--- config.mk ---
export PLATFORM = sky130hd
export DESIGN_NAME = uart_fifo_unit
export DESIGN_NICKNAME = d
export VERILOG_FILES = /design/src/rtl/uart_fifo_unit.sv
export SDC_FILE = /design/constraint.sdc
export NUM_CORES = 1
export LEC_CHECK = 0
export CAP_MARGIN = 20
export CORE_MARGIN = 3
export CORE_UTILIZATION = 25
export DETAILED_ROUTE_END_ITERATION = 10
export SLEW_MARGIN = 20
export SYNTH_ARGS = -nofsm -noshare
export SYNTH_HDL_FRONTEND = slang
export SYNTH_SLANG_ARGS = --single-unit
--- constraint.sdc ---
create_clock -name clk_i -period 3.27 [get_ports clk_i]
set_clock_uncertainty 0.05 [all_clocks]
set_input_delay 0.654 -clock clk_i [delete_from_list [all_inputs] [get_ports clk_i]]
set_output_delay 0.654 -clock clk_i [all_outputs]
set_load 0.01 [all_outputs]
--- src/rtl/uart_fifo_unit.sv ---
// uart_fifo_unit -- full-duplex UART with independent RX and TX byte FIFOs.
//
// The frame is 8N1 by default. Defining UART_PARITY_EN selects 8E1: an
// even-parity bit follows the data bits, and the parity_err_o port is added.
//
// Ports
//   clk_i, rst_i           clock; synchronous active-high reset
//   tx_data_i/tx_valid_i   byte stream into the TX FIFO; tx_ready_o = FIFO not full
//   rx_data_o/rx_valid_o   show-ahead head of the RX FIFO; rx_ready_i pops it
//   tx_count_o/rx_count_o  FIFO occupancy, 0..DEPTH
//   err_clr_i              clears the sticky error flags
//   overrun_o, frame_err_o sticky error flags (parity_err_o with UART_PARITY_EN)
//   txd_o                  serial out, idle high
//   rxd_i                  serial in, asynchronous
//
// uart_fifo_buf is the circular byte buffer that both directions use.

module uart_fifo_buf #(
    parameter int  DEPTH = 16,
    localparam int AW    = $clog2(DEPTH),
    localparam int CW    = AW + 1
) (
    input  logic          clk_i,
    input  logic          rst_i,
    input  logic          push_i,
    input  logic [7:0]    wdata_i,
    input  logic          pop_i,
    output logic [7:0]    rdata_o,
    output logic [CW-1:0] count_o,
    output logic          full_o,
    output logic          empty_o
);
    logic [7:0]    mem_q [DEPTH];
    logic [AW-1:0] wptr_q, rptr_q;
    logic [CW-1:0] count_q;
    logic          do_push, do_pop;

    assign empty_o = (count_q == '0);
    assign full_o  = (count_q == CW'(DEPTH));
    assign do_pop  = pop_i & ~empty_o;
    // A full buffer still takes a push when the same edge frees a slot.
    assign do_push = push_i & (~full_o | do_pop);
    assign rdata_o = mem_q[rptr_q];
    assign count_o = count_q;

    always_ff @(posedge clk_i) begin
        if (rst_i) begin
            wptr_q  <= '0;
            rptr_q  <= '0;
            count_q <= '0;
        end else begin
            if (do_push) wptr_q <= wptr_q + 1'b1;
            if (do_pop)  rptr_q <= rptr_q + 1'b1;
            if (do_push != do_pop) count_q <= do_push ? count_q + 1'b1 : count_q - 1'b1;
        end
    end

    always_ff @(posedge clk_i) begin
        if (do_push) mem_q[wptr_q] <= wdata_i;
    end
endmodule

module uart_fifo_unit #(
    parameter int  CLK_PER_HALF_BIT = 434,
    parameter int  DEPTH            = 16,
    localparam int CW               = $clog2(DEPTH) + 1
) (
    input  logic          clk_i,
    input  logic          rst_i,
    input  logic [7:0]    tx_data_i,
    input  logic          tx_valid_i,
    output logic          tx_ready_o,
    output logic [7:0]    rx_data_o,
    output logic          rx_valid_o,
    input  logic          rx_ready_i,
    output logic [CW-1:0] tx_count_o,
    output logic [CW-1:0] rx_count_o,
    input  logic          err_clr_i,
    output logic          overrun_o,
    output logic          frame_err_o,
`ifdef UART_PARITY_EN
    output logic          parity_err_o,
`endif
    output logic          txd_o,
    input  logic          rxd_i
);
    localparam int                BIT       = 2 * CLK_PER_HALF_BIT;
    localparam int                CNT_W     = $clog2(BIT);
    localparam logic [CNT_W-1:0] BIT_LAST  = CNT_W'(BIT - 1);
    localparam logic [CNT_W-1:0] HALF_LAST = CNT_W'(CLK_PER_HALF_BIT - 1);

    typedef enum logic [2:0] {
        S_IDLE, S_START, S_DATA,
`ifdef UART_PARITY_EN
        S_PARITY,
`endif
        S_STOP
    } state_e;

    // ---------------- TX ----------------
    state_e           tx_st_q, tx_st_d;
    logic [CNT_W-1:0] tx_cnt_q, tx_cnt_d;
    logic [2:0]       tx_bit_q, tx_bit_d;
    logic [7:0]       tx_sh_q, tx_sh_d, tx_head;
    logic             txd_q, txd_d, tx_tick, tx_load, tx_full, tx_empty;
`ifdef UART_PARITY_EN
    logic             tx_par_q, tx_par_d;
`endif

    assign tx_ready_o = ~tx_full;
    assign tx_tick    = (tx_cnt_q == BIT_LAST);
    assign txd_o      = txd_q;

    uart_fifo_buf #(.DEPTH(DEPTH)) u_tx_fifo (
        .clk_i(clk_i), .rst_i(rst_i), .push_i(tx_valid_i & ~tx_full), .wdata_i(tx_data_i),
        .pop_i(tx_load), .rdata_o(tx_head), .count_o(tx_count_o), .full_o(tx_full), .empty_o(tx_empty)
    );

    always_comb begin
        tx_st_d  = tx_st_q;
        tx_cnt_d = tx_tick ? '0 : tx_cnt_q + 1'b1;
        tx_bit_d = tx_bit_q;
        tx_sh_d  = tx_sh_q;
        tx_load  = 1'b0;
`ifdef UART_PARITY_EN
        tx_par_d = tx_par_q;
`endif
        case (tx_st_q)
            S_IDLE: begin
                tx_cnt_d = '0;
                tx_load  = ~tx_empty;
            end
            S_START: if (tx_tick) begin
                tx_st_d  = S_DATA;
                tx_bit_d = '0;
            end
            S_DATA: if (tx_tick) begin
                tx_sh_d  = tx_sh_q >> 1;
                tx_bit_d = tx_bit_q + 1'b1;
`ifdef UART_PARITY_EN
                if (tx_bit_q == 3'd7) tx_st_d = S_PARITY;
`else
                if (tx_bit_q == 3'd7) tx_st_d = S_STOP;
`endif
            end
`ifdef UART_PARITY_EN
            S_PARITY: if (tx_tick) tx_st_d = S_STOP;
`endif
            // Leaving STOP with data queued goes straight to START: no idle gap.
            S_STOP: if (tx_tick) begin
                tx_st_d = S_IDLE;
                tx_load = ~tx_empty;
            end
            default: tx_st_d = S_IDLE;
        endcase
        if (tx_load) begin
            tx_st_d  = S_START;
            tx_cnt_d = '0;
            tx_sh_d  = tx_head;
`ifdef UART_PARITY_EN
            tx_par_d = ^tx_head;
`endif
        end
    end

    // txd is registered from the current state, so it lags the state by one cycle.
    always_comb begin
        txd_d = 1'b1;
        case (tx_st_q)
            S_START:  txd_d = 1'b0;
            S_DATA:   txd_d = tx_sh_q[0];
`ifdef UART_PARITY_EN
            S_PARITY: txd_d = tx_par_q;
`endif
            default:  txd_d = 1'b1;
        endcase
    end

    // ---------------- RX ----------------
    state_e           rx_st_q, rx_st_d;
    logic [CNT_W-1:0] rx_cnt_q, rx_cnt_d;
    logic [2:0]       rx_bit_q, rx_bit_d;
    logic [7:0]       rx_sh_q, rx_sh_d, rx_head;
    logic             rx_s1_q, rx_s2_q, rx_prev_q, rx_tick, rx_push, rx_full, rx_empty;
    logic             ovr_set, fe_set, ovr_q, fe_q;
`ifdef UART_PARITY_EN
    logic             rx_pbad_q, rx_pbad_d, pe_set, pe_q;
    assign parity_err_o = pe_q;
`endif

    assign rx_tick     = (rx_cnt_q == BIT_LAST);
    assign rx_valid_o  = ~rx_empty;
    assign rx_data_o   = rx_empty ? 8'h00 : rx_head;
    assign ovr_set     = rx_push & rx_full & ~(rx_ready_i & ~rx_empty);
    assign overrun_o   = ovr_q;
    assign frame_err_o = fe_q;

    uart_fifo_buf #(.DEPTH(DEPTH)) u_rx_fifo (
        .clk_i(clk_i), .rst_i(rst_i), .push_i(rx_push), .wdata_i(rx_sh_q),
        .pop_i(rx_ready_i), .rdata_o(rx_head), .count_o(rx_count_o), .full_o(rx_full), .empty_o(rx_empty)
    );

    always_comb begin
        rx_st_d  = rx_st_q;
        rx_cnt_d = rx_cnt_q + 1'b1;
        rx_bit_d = rx_bit_q;
        rx_sh_d  = rx_sh_q;
        rx_push  = 1'b0;
        fe_set   = 1'b0;
`ifdef UART_PARITY_EN
        rx_pbad_d = rx_pbad_q;
        pe_set    = 1'b0;
`endif
        case (rx_st_q)
            // Requiring prev=1 also covers re-arming after a bad stop bit:
            // a line held low never shows a falling edge.
            S_IDLE: begin
                rx_cnt_d = '0;
                if (rx_prev_q & ~rx_s2_q) rx_st_d = S_START;
            end
            S_START: if (rx_cnt_q == HALF_LAST) begin
                rx_cnt_d = '0;
                rx_bit_d = '0;
                rx_st_d  = rx_s2_q ? S_IDLE : S_DATA;   // high at mid-start: glitch
            end
            S_DATA: if (rx_tick) begin
                rx_cnt_d = '0;
                rx_sh_d  = {rx_s2_q, rx_sh_q[7:1]};
                rx_bit_d = rx_bit_q + 1'b1;
`ifdef UART_PARITY_EN
                if (rx_bit_q == 3'd7) rx_st_d = S_PARITY;
`else
                if (rx_bit_q == 3'd7) rx_st_d = S_STOP;
`endif
            end
`ifdef UART_PARITY_EN
            S_PARITY: if (rx_tick) begin
                rx_cnt_d  = '0;
                rx_pbad_d = rx_s2_q ^ (^rx_sh_q);
                rx_st_d   = S_STOP;
            end
`endif
            S_STOP: if (rx_tick) begin
                rx_cnt_d = '0;
                rx_st_d  = S_IDLE;
                rx_push  = rx_s2_q;
                fe_set   = ~rx_s2_q;
`ifdef UART_PARITY_EN
                pe_set   = rx_pbad_q;
`endif
            end
            default: rx_st_d = S_IDLE;
        endcase
    end

    always_ff @(posedge clk_i) begin
        if (rst_i) begin
            tx_st_q   <= S_IDLE;
            tx_cnt_q  <= '0;
            tx_bit_q  <= '0;
            tx_sh_q   <= '0;
            txd_q     <= 1'b1;
            rx_st_q   <= S_IDLE;
            rx_cnt_q  <= '0;
            rx_bit_q  <= '0;
            rx_sh_q   <= '0;
            rx_s1_q   <= 1'b1;
            rx_s2_q   <= 1'b1;
            rx_prev_q <= 1'b1;
            ovr_q     <= 1'b0;
            fe_q      <= 1'b0;
`ifdef UART_PARITY_EN
            tx_par_q  <= 1'b0;
            rx_pbad_q <= 1'b0;
            pe_q      <= 1'b0;
`endif
        end else begin
            tx_st_q   <= tx_st_d;
            tx_cnt_q  <= tx_cnt_d;
            tx_bit_q  <= tx_bit_d;
            tx_sh_q   <= tx_sh_d;
            txd_q     <= txd_d;
            rx_st_q   <= rx_st_d;
            rx_cnt_q  <= rx_cnt_d;
            rx_bit_q  <= rx_bit_d;
            rx_sh_q   <= rx_sh_d;
            rx_s1_q   <= rxd_i;
            rx_s2_q   <= rx_s1_q;
            rx_prev_q <= rx_s2_q;
            // Set wins over a simultaneous clear.
            ovr_q     <= ovr_set | (ovr_q & ~err_clr_i);
            fe_q      <= fe_set  | (fe_q  & ~err_clr_i);
`ifdef UART_PARITY_EN
            tx_par_q  <= tx_par_d;
            rx_pbad_q <= rx_pbad_d;
            pe_q      <= pe_set  | (pe_q  & ~err_clr_i);
`endif
        end
    end
endmodule

Yosys cells after proc, flatten, opt, wreduce, memory -nomap -nowiden
Memories as Yosys holds them, arrays and structs flattened. A register that Yosys moved wholly into a read port is not among the register bits.
Cells that the tools add are included.
Word-level totals
  register bits after elaboration: 80
  RAM bits: 256
  input port bits: 14
  output and inout port bits: 23
  memories kept: 2
Operators by class
  add/sub/neg operators: 12
  equal/unequal tests: 29
  mux-type cells: 42
  bitwise logic cells: 22
  reductions and logical operators: 18
Memories
  u_rx_fifo.mem_q: words 16, width 8, rd ports 1, clocked after Yosys merged registers in 1, wr ports 1, line 33  | logic [7:0] mem_q [DEPTH];
  u_tx_fifo.mem_q: words 16, width 8, rd ports 1, clocked after Yosys merged registers in 1, wr ports 1, line 33
Operator list (count)
  3-bit two-way mux: 12
  8-bit two-way mux: 4
  10-bit case mux with 3 select lines: 1
  3-bit case mux with 4 select lines: 2
  10-bit by 1-bit adder with 10-bit output, second input constant: 2
  10-bit == test, second input constant: 2
  10-bit two-way mux: 2
  2-bit != test, second input constant: 9
  4-bit by 1-bit adder with 4-bit output, second input constant: 4
  4-bit two-way mux: 4
  5-bit AND reduction: 3
  3-bit by 2-bit == test with 1-bit output, second input constant: 4
  3-bit by 2-bit != test with 1-bit output, second input constant: 4
  3-bit case mux with 2 select lines: 2
  5-bit by 1-bit adder with 5-bit output, second input constant: 2
  1-bit bitwise AND: 10
  10-bit by 9-bit == test with 1-bit output, second input constant: 1
  5-bit == test, second input constant: 2
  5-bit zero test: 2
  1-bit two-way mux: 10
  5-bit two-way mux: 2
  5-bit by 1-bit subtractor with 5-bit output, second input constant: 2
  1-bit inverter: 8
  2-bit nonzero test: 4
  other kinds (13): 25

Depth between registers and ports, before layout
Gate-level depths: netlist of the first run.
  word-level depth: 9
  depth in mapped cells: 12
  gate-level depth less buffers: 11

By module
From an unflattened synthesis of the first run, not the netlist that was laid out.
Second synthesis, totals
  cells, all modules: 900
  area, all modules: 14073.5 µm²
By module, submodules not included
  uart_fifo_buf: times used 2, cells each 317, area each 5836.8 µm², sequential area each 4184.0 µm²
  uart_fifo_unit: times used 1, cells each 266, area each 2399.8 µm², sequential area each 1041.0 µm²

Least setup slack after synthesis of the first run
OpenSTA, ideal clock, no wires.
  path type: input -> register
  from: input port rx_ready_i
  to: register u_rx_fifo.count_q[4], in the netlist u_rx_fifo.count_o[4]
  data arrival time: 2.625 ns
  path slack: 0.462 ns
  stages: 12
  path buffers: 2
  path through: clkbuf_1 -> nor2b_1 -> nand2_1 -> and2_1 -> buf_2 -> inv_1 -> fa_1 -> a21o_1 -> a21oi_1 -> and2b_2 -> a31oi_1 -> a31oi_1
On the way
  word-level cells in the longest chain between the ends: 4
  elaborated cells on any way between the ends: 5
  those cells by class: 1 x eq/ne; 1 x mux; 3 x bitwise
Ends and longest elaborated chain
  from (decl): line 75  | input logic rx_ready_i,
  1-bit bitwise AND (*): line 40  | assign do_pop = pop_i & ~empty_o;
  1-bit bitwise OR: line 42  | assign do_push = push_i & (~full_o | do_pop);
  1-bit bitwise AND: line 42
  5-bit two-way mux or 1-bit != test (tied branches): line 54  | if (do_push != do_pop) count_q <= do_push ? count_q + 1'b1 : count_q - 1'b1;
  to (signal assigned): line 54
  to (decl): line 35  | logic [CW-1:0] count_q;
Every way passes the cells marked *; elsewhere a longest branch is shown, timed or not.
A chain may end at the register's enable or synchronous reset.

==> metrics.cfg, run 1 <==
[global_routing]
first_global_vias = 7850
grt_overflow = 0
antenna_found_initial = 0
grt_util_all_layers_pct = 9.27
grt_pass1_wl_um = 43700
grt_max_degree = 33

[finish]
diodes = 0
nets = 1016
areaGrowthSynthToFinish_pct = 19.5
n_fill_cell = 5423
layout-drive-gt1-share_pct = 20.6
instances_no_fill = 1739

[power_and_ir_drop]
cellPowerDensity_nw_per_um2 = 686
total_power_w = 0.0114
ir_drop_v = 0.000350
leakagePower_nw = 5.43

[floorplan]
dieHeight_um = 242
fp-row-count = 85
io_pins = 37
die_width_um = 242
die_area_um2 = 58600
core_um2 = 54500
start_util_pct = 25.6

[logic_synthesis]
synth_warnings = 0
async_flop_share_pct = 0
ys_seq_area_share_pct = 67.5
syn_area_um2 = 13900
synthCells = 883
synthTopCellsByArea = edfxtp_1, dfxtp_1, mux4_2
synthFlopType = edfxtp_1
ys_ff_latch = 342
synth.distinct_cells = 61
synth_top_cell_area_share_pct = 55.1
yosys.area.top_type = edfxtp_1
syn-num-nets = 926
synth-edff-count = 256
post_synth.cell_area_avg_um2 = 15.8

[placed_design]
dpl.cell_count = 1660
io_buffers = 36
dp_hpwl_um = 18000
routabilityCongestion = 0.726

[sta]
fin_crit_sh_pct = 97.6
tns_ns = 0
relSlewSlack_pct = 56.7
fin_crit_ns = 3.19
max_freq_mhz = 313
slew_viol_final = 0
finalSetupViolCount = 0
hold_viol = 0
worstMarginPinSlew_ns = 0.647
rsz0062_at_grt = true

[drt]
totalWireLength_um = 27200
vias_per_cell = 4.31
drtIter0Drc = 414
antenna_left = 0
routedWlPerCell_um = 15.7
drt_first_pass_iters = 4
via_count = 7497
drc = 0

[clocking]
cts_tree = built
cts.clk_slew.worst_paths_ns = 0.06
clock_sinks = 342
worstSkewPairLatency_ns = 0.53
numCtsBuffers = 37
htree_levels = 2
cts_hold_buf = 0
clockBufferDepth = 3
clockRootBuffer = clkbuf_16

[min_path]
worstHoldPathType = register to register

[setup_path]
path_max_fanout = 4
setup.worst_path.class = register to primary output
cp-end-kind = primary output
ff2ff_setup_slack_ns = 0.31
cp.arrival_ns = 2.49
start_kind = register
critPathRequiredTime_ns = 2.57

[status]
status = complete, no violations

[flow_run]
drv_cap = 0

synthesized netlist by cell type (3+ instances only):
| cell type | number |
|---|---|
| nor2b_1 | 8 |
| nand4_1 | 7 |
| and2_1 | 13 |
| o21ai_0 | 6 |
| a22oi_1 | 17 |
| nand4b_1 | 4 |
| nor3_1 | 15 |
| xnor2_1 | 16 |
| buf_1 | 6 |
| clkbuf_1 | 20 |
| nand2b_1 | 7 |
| a21o_1 | 6 |
| dfxtp_1 | 86 |
| a311oi_1 | 7 |
| xor2_1 | 19 |
| a21oi_1 | 21 |
| or2_2 | 4 |
| nand3_1 | 25 |
| buf_2 | 13 |
| inv_1 | 19 |
| nand2_1 | 44 |
| ha_1 | 27 |
| and3_1 | 7 |
| nor2_1 | 96 |
| mux2i_1 | 16 |
| mux4_2 | 73 |
| buf_6 | 3 |
| edfxtp_1 | 256 |
worst paths after layout:
kind                           from                                 to  depth (start not counted)
min              rx_s1_q$_SDFF_PP1_                 rx_s2_q$_SDFF_PP1_                          1
max                        register                       rx_data_o[3]                          6
min reg2reg      rx_s1_q$_SDFF_PP1_                 rx_s2_q$_SDFF_PP1_                          1
max reg2reg  rx_cnt_q[8]$_SDFF_PP0_  u_rx_fifo.count_o[4]$_SDFFE_PP0P_                         10
logic make-up after synthesis:
kind of cell,synth area share [%]
xor gates and xnor gates,2.20
adders and majority gates,2.71
DFF,67.5
AOI/OAI and AO/OA,3.74
muxes,13.0
and+or+nand+nor,8.87
buffers and inverters,1.97
state kept, by name (all words and copies together), names as in the netlist, named ones only:
register           flops
u_rx_fifo.mem_q      128
u_tx_fifo.mem_q      128
rx_cnt_q              10
tx_cnt_q              10
rx_sh_q                8
tx_sh_q                8
u_rx_fifo.count_o      5
u_tx_fifo.count_o      5
u_rx_fifo.rptr_q       4
u_rx_fifo.wptr_q       4
u_tx_fifo.rptr_q       4
u_tx_fifo.wptr_q       4
rx_bit_q               3
tx_bit_q               3
rx_st_q                2
tx_st_q                2
frame_err_o            1
overrun_o              1
rx_prev_q              1
rx_s1_q                1
rx_s2_q                1
txd_o                  1
area by class of cell:
class	instances	area (um2)	share of cell area, %
Clock buffer	53	986	5.92
Sequential cell	342	9410	56.5
Multi-Input combinational cell	479	4280	25.7
Timing Repair Buffer	94	881	5.29
Inverter	19	71.3	0.428
Tap cell	739	925	5.55
Clock inverter	13	101	0.608
stage by stage:
stage | hold slack (ns) | utilization [%] | instance area [um2] | worst slack [ns]
2_1_floorplan | 0.339 | - | 13900 | 0.462
3_3_place_gp | 0.349 | 28.3 | 15400 | 0.207
3_5_place_dp | 0.347 | 28.3 | 15400 | 0.108
4_1_cts | 0.362 | 30.6 | 16700 | -0.0474
5_1_grt | 0.387 | 30.6 | 16700 | -0.00377
6_report | 0.359 | 30.6 | 16700 | 0.0784
cells in the final DEF, fill, tap and decap left out, drive strengths merged, types with 2 or more instances in the layout:
master and n:
fa 2, xnor2 16, nor3b 2, a31oi 2, or2 5, clkinv 7, a32oi 2, edfxtp 256
and4bb 2, nand4b 4, mux4 73, o31ai 2, or3 2, a21o 6, a22oi 17, dfxtp 86
nor3 15, clkbuf 53, xor2 19, clkdlybuf4s50 27, nor4 5, nand3 25, nand2b 7, and3 7
buf 67, o21ai 8, a21oi 21, and2 13, nor2b 8, nor2 96, inv 23, mux2i 16
or4 2, nand2 44, a311oi 7, ha 27, nand4 7
what timing repair did:
item | in CTS | in global routing
setup endpoints to repair | 8 | 6
resized for setup | 50 | 8
buffers inserted | 12 | 1
gates cloned | 2 | 0
endpoints found under the hold margin | 0 | 0
report_power, final:
part / total [W] / switching, W / internal (W) / leakage, nW
sequential: 0.00505 / 0.000221 / 0.00483 / 3.04
clock: 0.00382 / 0.00163 / 0.00219 / 0.523
combinational: 0.00254 / 0.00123 / 0.00131 / 1.86
total: 0.0114 / 0.00309 / 0.00833 / 5.43
per-layer routing:
| metal | wire, um | vias to the layer above | track usage, % |
|---|---|---|---|
| li1 | - | 3560 | - |
| met1 | 11800 | 3772 | 11.2 |
| met2 | 13800 | 123 | 16.5 |
| met3 | 1050 | 42 | 2.04 |
| met4 | 573 | 0 | 2.67 |
| met5 | 0 | - | 0 |
worst max-delay path: stages (launching register included):
cell and delay (ns):
dfxtp_4 0.41, buf_6 0.15, buf_8 0.12, mux4_2 0.51
mux4_2 0.48, and2_4 0.17, buf_2 0.13
(Power assumes the default switching activity.)
==> inputs of run 2 (changes only) <==
Settings changed: SLEW_MARGIN 20 to 5.
==> results of run 2 <==
Same layout as run 1: the final DEF is identical, and so are final timing and power.
==> inputs of run 3 (changes only) <==
Settings changed: SKIP_LAST_GASP set to 1.
==> metrics.cfg, run 3 (synthesis results as in run 1) <==
[setup_path]
cp.arrival_ns = 2.54  ; was 2.49 ns
crit_slowest_cell = mux4_2  ; unchanged
ff2ff_setup_slack_ns = 0.31  ; about the same
slowest_delay_ns = 0.51  ; about the same
start_kind = register  ; unchanged
setup.worst_path.class = register to primary output  ; unchanged
crit_chain = buf_12 -> buf_16 -> buf_6 -> mux4_2 -> mux4_2 -> and2_1 -> buf_2  ; was buf_6 -> buf_8 -> mux4_2 -> mux4_2 -> and2_4 -> buf_2
path_max_fanout = 5  ; was 4
cp-end-kind = primary output  ; unchanged
cp_common_cell = mux4_2  ; unchanged
critPathRequiredTime_ns = 2.57  ; about the same

[sta]
rsz0062_at_grt = true  ; unchanged
worstMarginPinSlew_ns = 0.645  ; was 0.647 ns
finalSetupViolCount = 0  ; unchanged
fin_crit_sh_pct = 99.1  ; was 97.6%
fin_crit_ns = 3.24  ; was 3.19 ns
finalWorstSetupSlack_ns = 0.0287  ; was 0.0784 ns
slew_viol_final = 0  ; unchanged
hold_viol = 0  ; unchanged
relSlewSlack_pct = 56.9  ; was 56.7%
max_freq_mhz = 309  ; was 313 MHz

[clocking]
clockBufferDepth = 3  ; unchanged
cts_hold_buf = 0  ; unchanged
clock_sinks = 342  ; unchanged
cts_tree = built  ; unchanged
numCtsBuffers = 37  ; unchanged
worstSkewPairLatency_ns = 0.53  ; about the same
clockRootBuffer = clkbuf_16  ; unchanged
cts.clk_slew.worst_paths_ns = 0.06  ; about the same
htree_levels = 2  ; unchanged

[status]
status = complete, no violations  ; unchanged

[floorplan]
die_width_um = 242  ; unchanged
start_util_pct = 25.6  ; unchanged
fp-row-count = 85  ; unchanged
core_um2 = 54500  ; unchanged
io_pins = 37  ; unchanged
die_area_um2 = 58600  ; unchanged
dieHeight_um = 242  ; unchanged

[drt]
via_count = 7517  ; was 7,497
routedWlPerCell_um = 15.6  ; was 15.7 um
totalWireLength_um = 27200  ; about the same
antenna_left = 0  ; unchanged
drc = 0  ; unchanged
vias_per_cell = 4.32  ; was 4.31
drt_first_pass_iters = 4  ; unchanged
drtIter0Drc = 369  ; was 414

[placed_design]
io_buffers = 36  ; unchanged
post-place-ws_ns = 0.108  ; unchanged
placed_area_um2 = 15400  ; unchanged
dp_hpwl_um = 18000  ; unchanged
routabilityCongestion = 0.726  ; unchanged

[finish]
diodes = 0  ; unchanged
layout-drive-gt1-share_pct = 20.5  ; was 20.6%
fin_area_um2 = 16700  ; about the same
nets = 1017  ; was 1,016
reg_top3 = u_rx_fifo.mem_q: 128 flops, u_tx_fifo.mem_q: 128 flops  ; unchanged
layout_common_cells = edfxtp_1, nor2_1, dfxtp_1  ; unchanged
areaGrowthSynthToFinish_pct = 19.4  ; was 19.5%
final_common_cell = edfxtp_1  ; unchanged
fin_util_pct = 30.6  ; about the same

[power_and_ir_drop]
ir_drop_v = 0.000349  ; was 0.000350 V
total_power_w = 0.0114  ; about the same
cellPowerDensity_nw_per_um2 = 684  ; was 686 nW/um2
leakagePower_nw = 5.43  ; about the same

[global_routing]
grt_overflow = 0  ; unchanged
first_global_vias = 7846  ; was 7,850
grt_max_degree = 33  ; unchanged
grt_util_all_layers_pct = 9.27  ; about the same
grt_pass1_wl_um = 43700  ; about the same
antenna_found_initial = 0  ; unchanged

[min_path]
worstHoldPathType = register to register  ; unchanged

[flow_run]
drv_cap = 0  ; unchanged

-- run 3: path summary, 6_finish.rpt --
kind | from | to | cells past startpoint
worst max-delay path | register | rx_data_o[4] | 7
worst max register to register | rx_cnt_q[4]$_SDFF_PP0_ | u_rx_fifo.count_o[4]$_SDFFE_PP0P_ | 10
worst min-delay path | rx_s1_q$_SDFF_PP1_ | rx_s2_q$_SDFF_PP1_ | 1
worst min register to register | rx_s1_q$_SDFF_PP1_ | rx_s2_q$_SDFF_PP1_ | 1
-- run 3: area by class of cell --
| type | count | area [um2] |
|---|---|---|
| fill | 5426 | 37800 |
| sequential | 342 | 9410 |
| multi-input combinational | 479 | 4280 |
| clock buffer | 53 | 986 |
| tap | 739 | 925 |
| timing repair buffer | 95 | 881 |
| clock inverter | 13 | 101 |
| inverter | 19 | 71.3 |
-- run 3: power by group --
part           internal (W)  total (W)  leakage, nW  switching (W)
Clock               0.00219    0.00383        0.523        0.00164
Combinational       0.00129    0.00252         1.86        0.00123
Sequential          0.00483    0.00505         3.04       0.000219
-- run 3: what timing repair did --
action                     4_1_cts  5_1_grt
cloned                           2        0
setup endpoints to repair        8        6
resized for setup               40       11
buffers inserted                12        2
-- run 3: metal layers --
layer,global-route usage [%],wire (um)
met1,11.2,11900
met2,16.6,13700
met3,2.04,1010
met4,2.67,573
met5,0,0
-- run 3: critical path: cells and delay by family (launching register included) --
| kind | cells | cell delay (ns) |
|---|---|---|
| and+or+nand+nor | 1 | 0.17 |
| buffers and inverters | 4 | 0.44 |
| muxes | 2 | 0.99 |
| DFF | 1 | 0.39 |
-- run 3: through the flow --
step,std cells,setup TNS [ns],hold slack (ns)
6_report,1740,0,0.359
5_1_grt,1740,-0.184,0.387
4_1_cts,1740,-0.344,0.362
3_5_place_dp,1660,0,0.347
3_3_place_gp,1660,0,0.349
2_1_floorplan,883,0,0.339
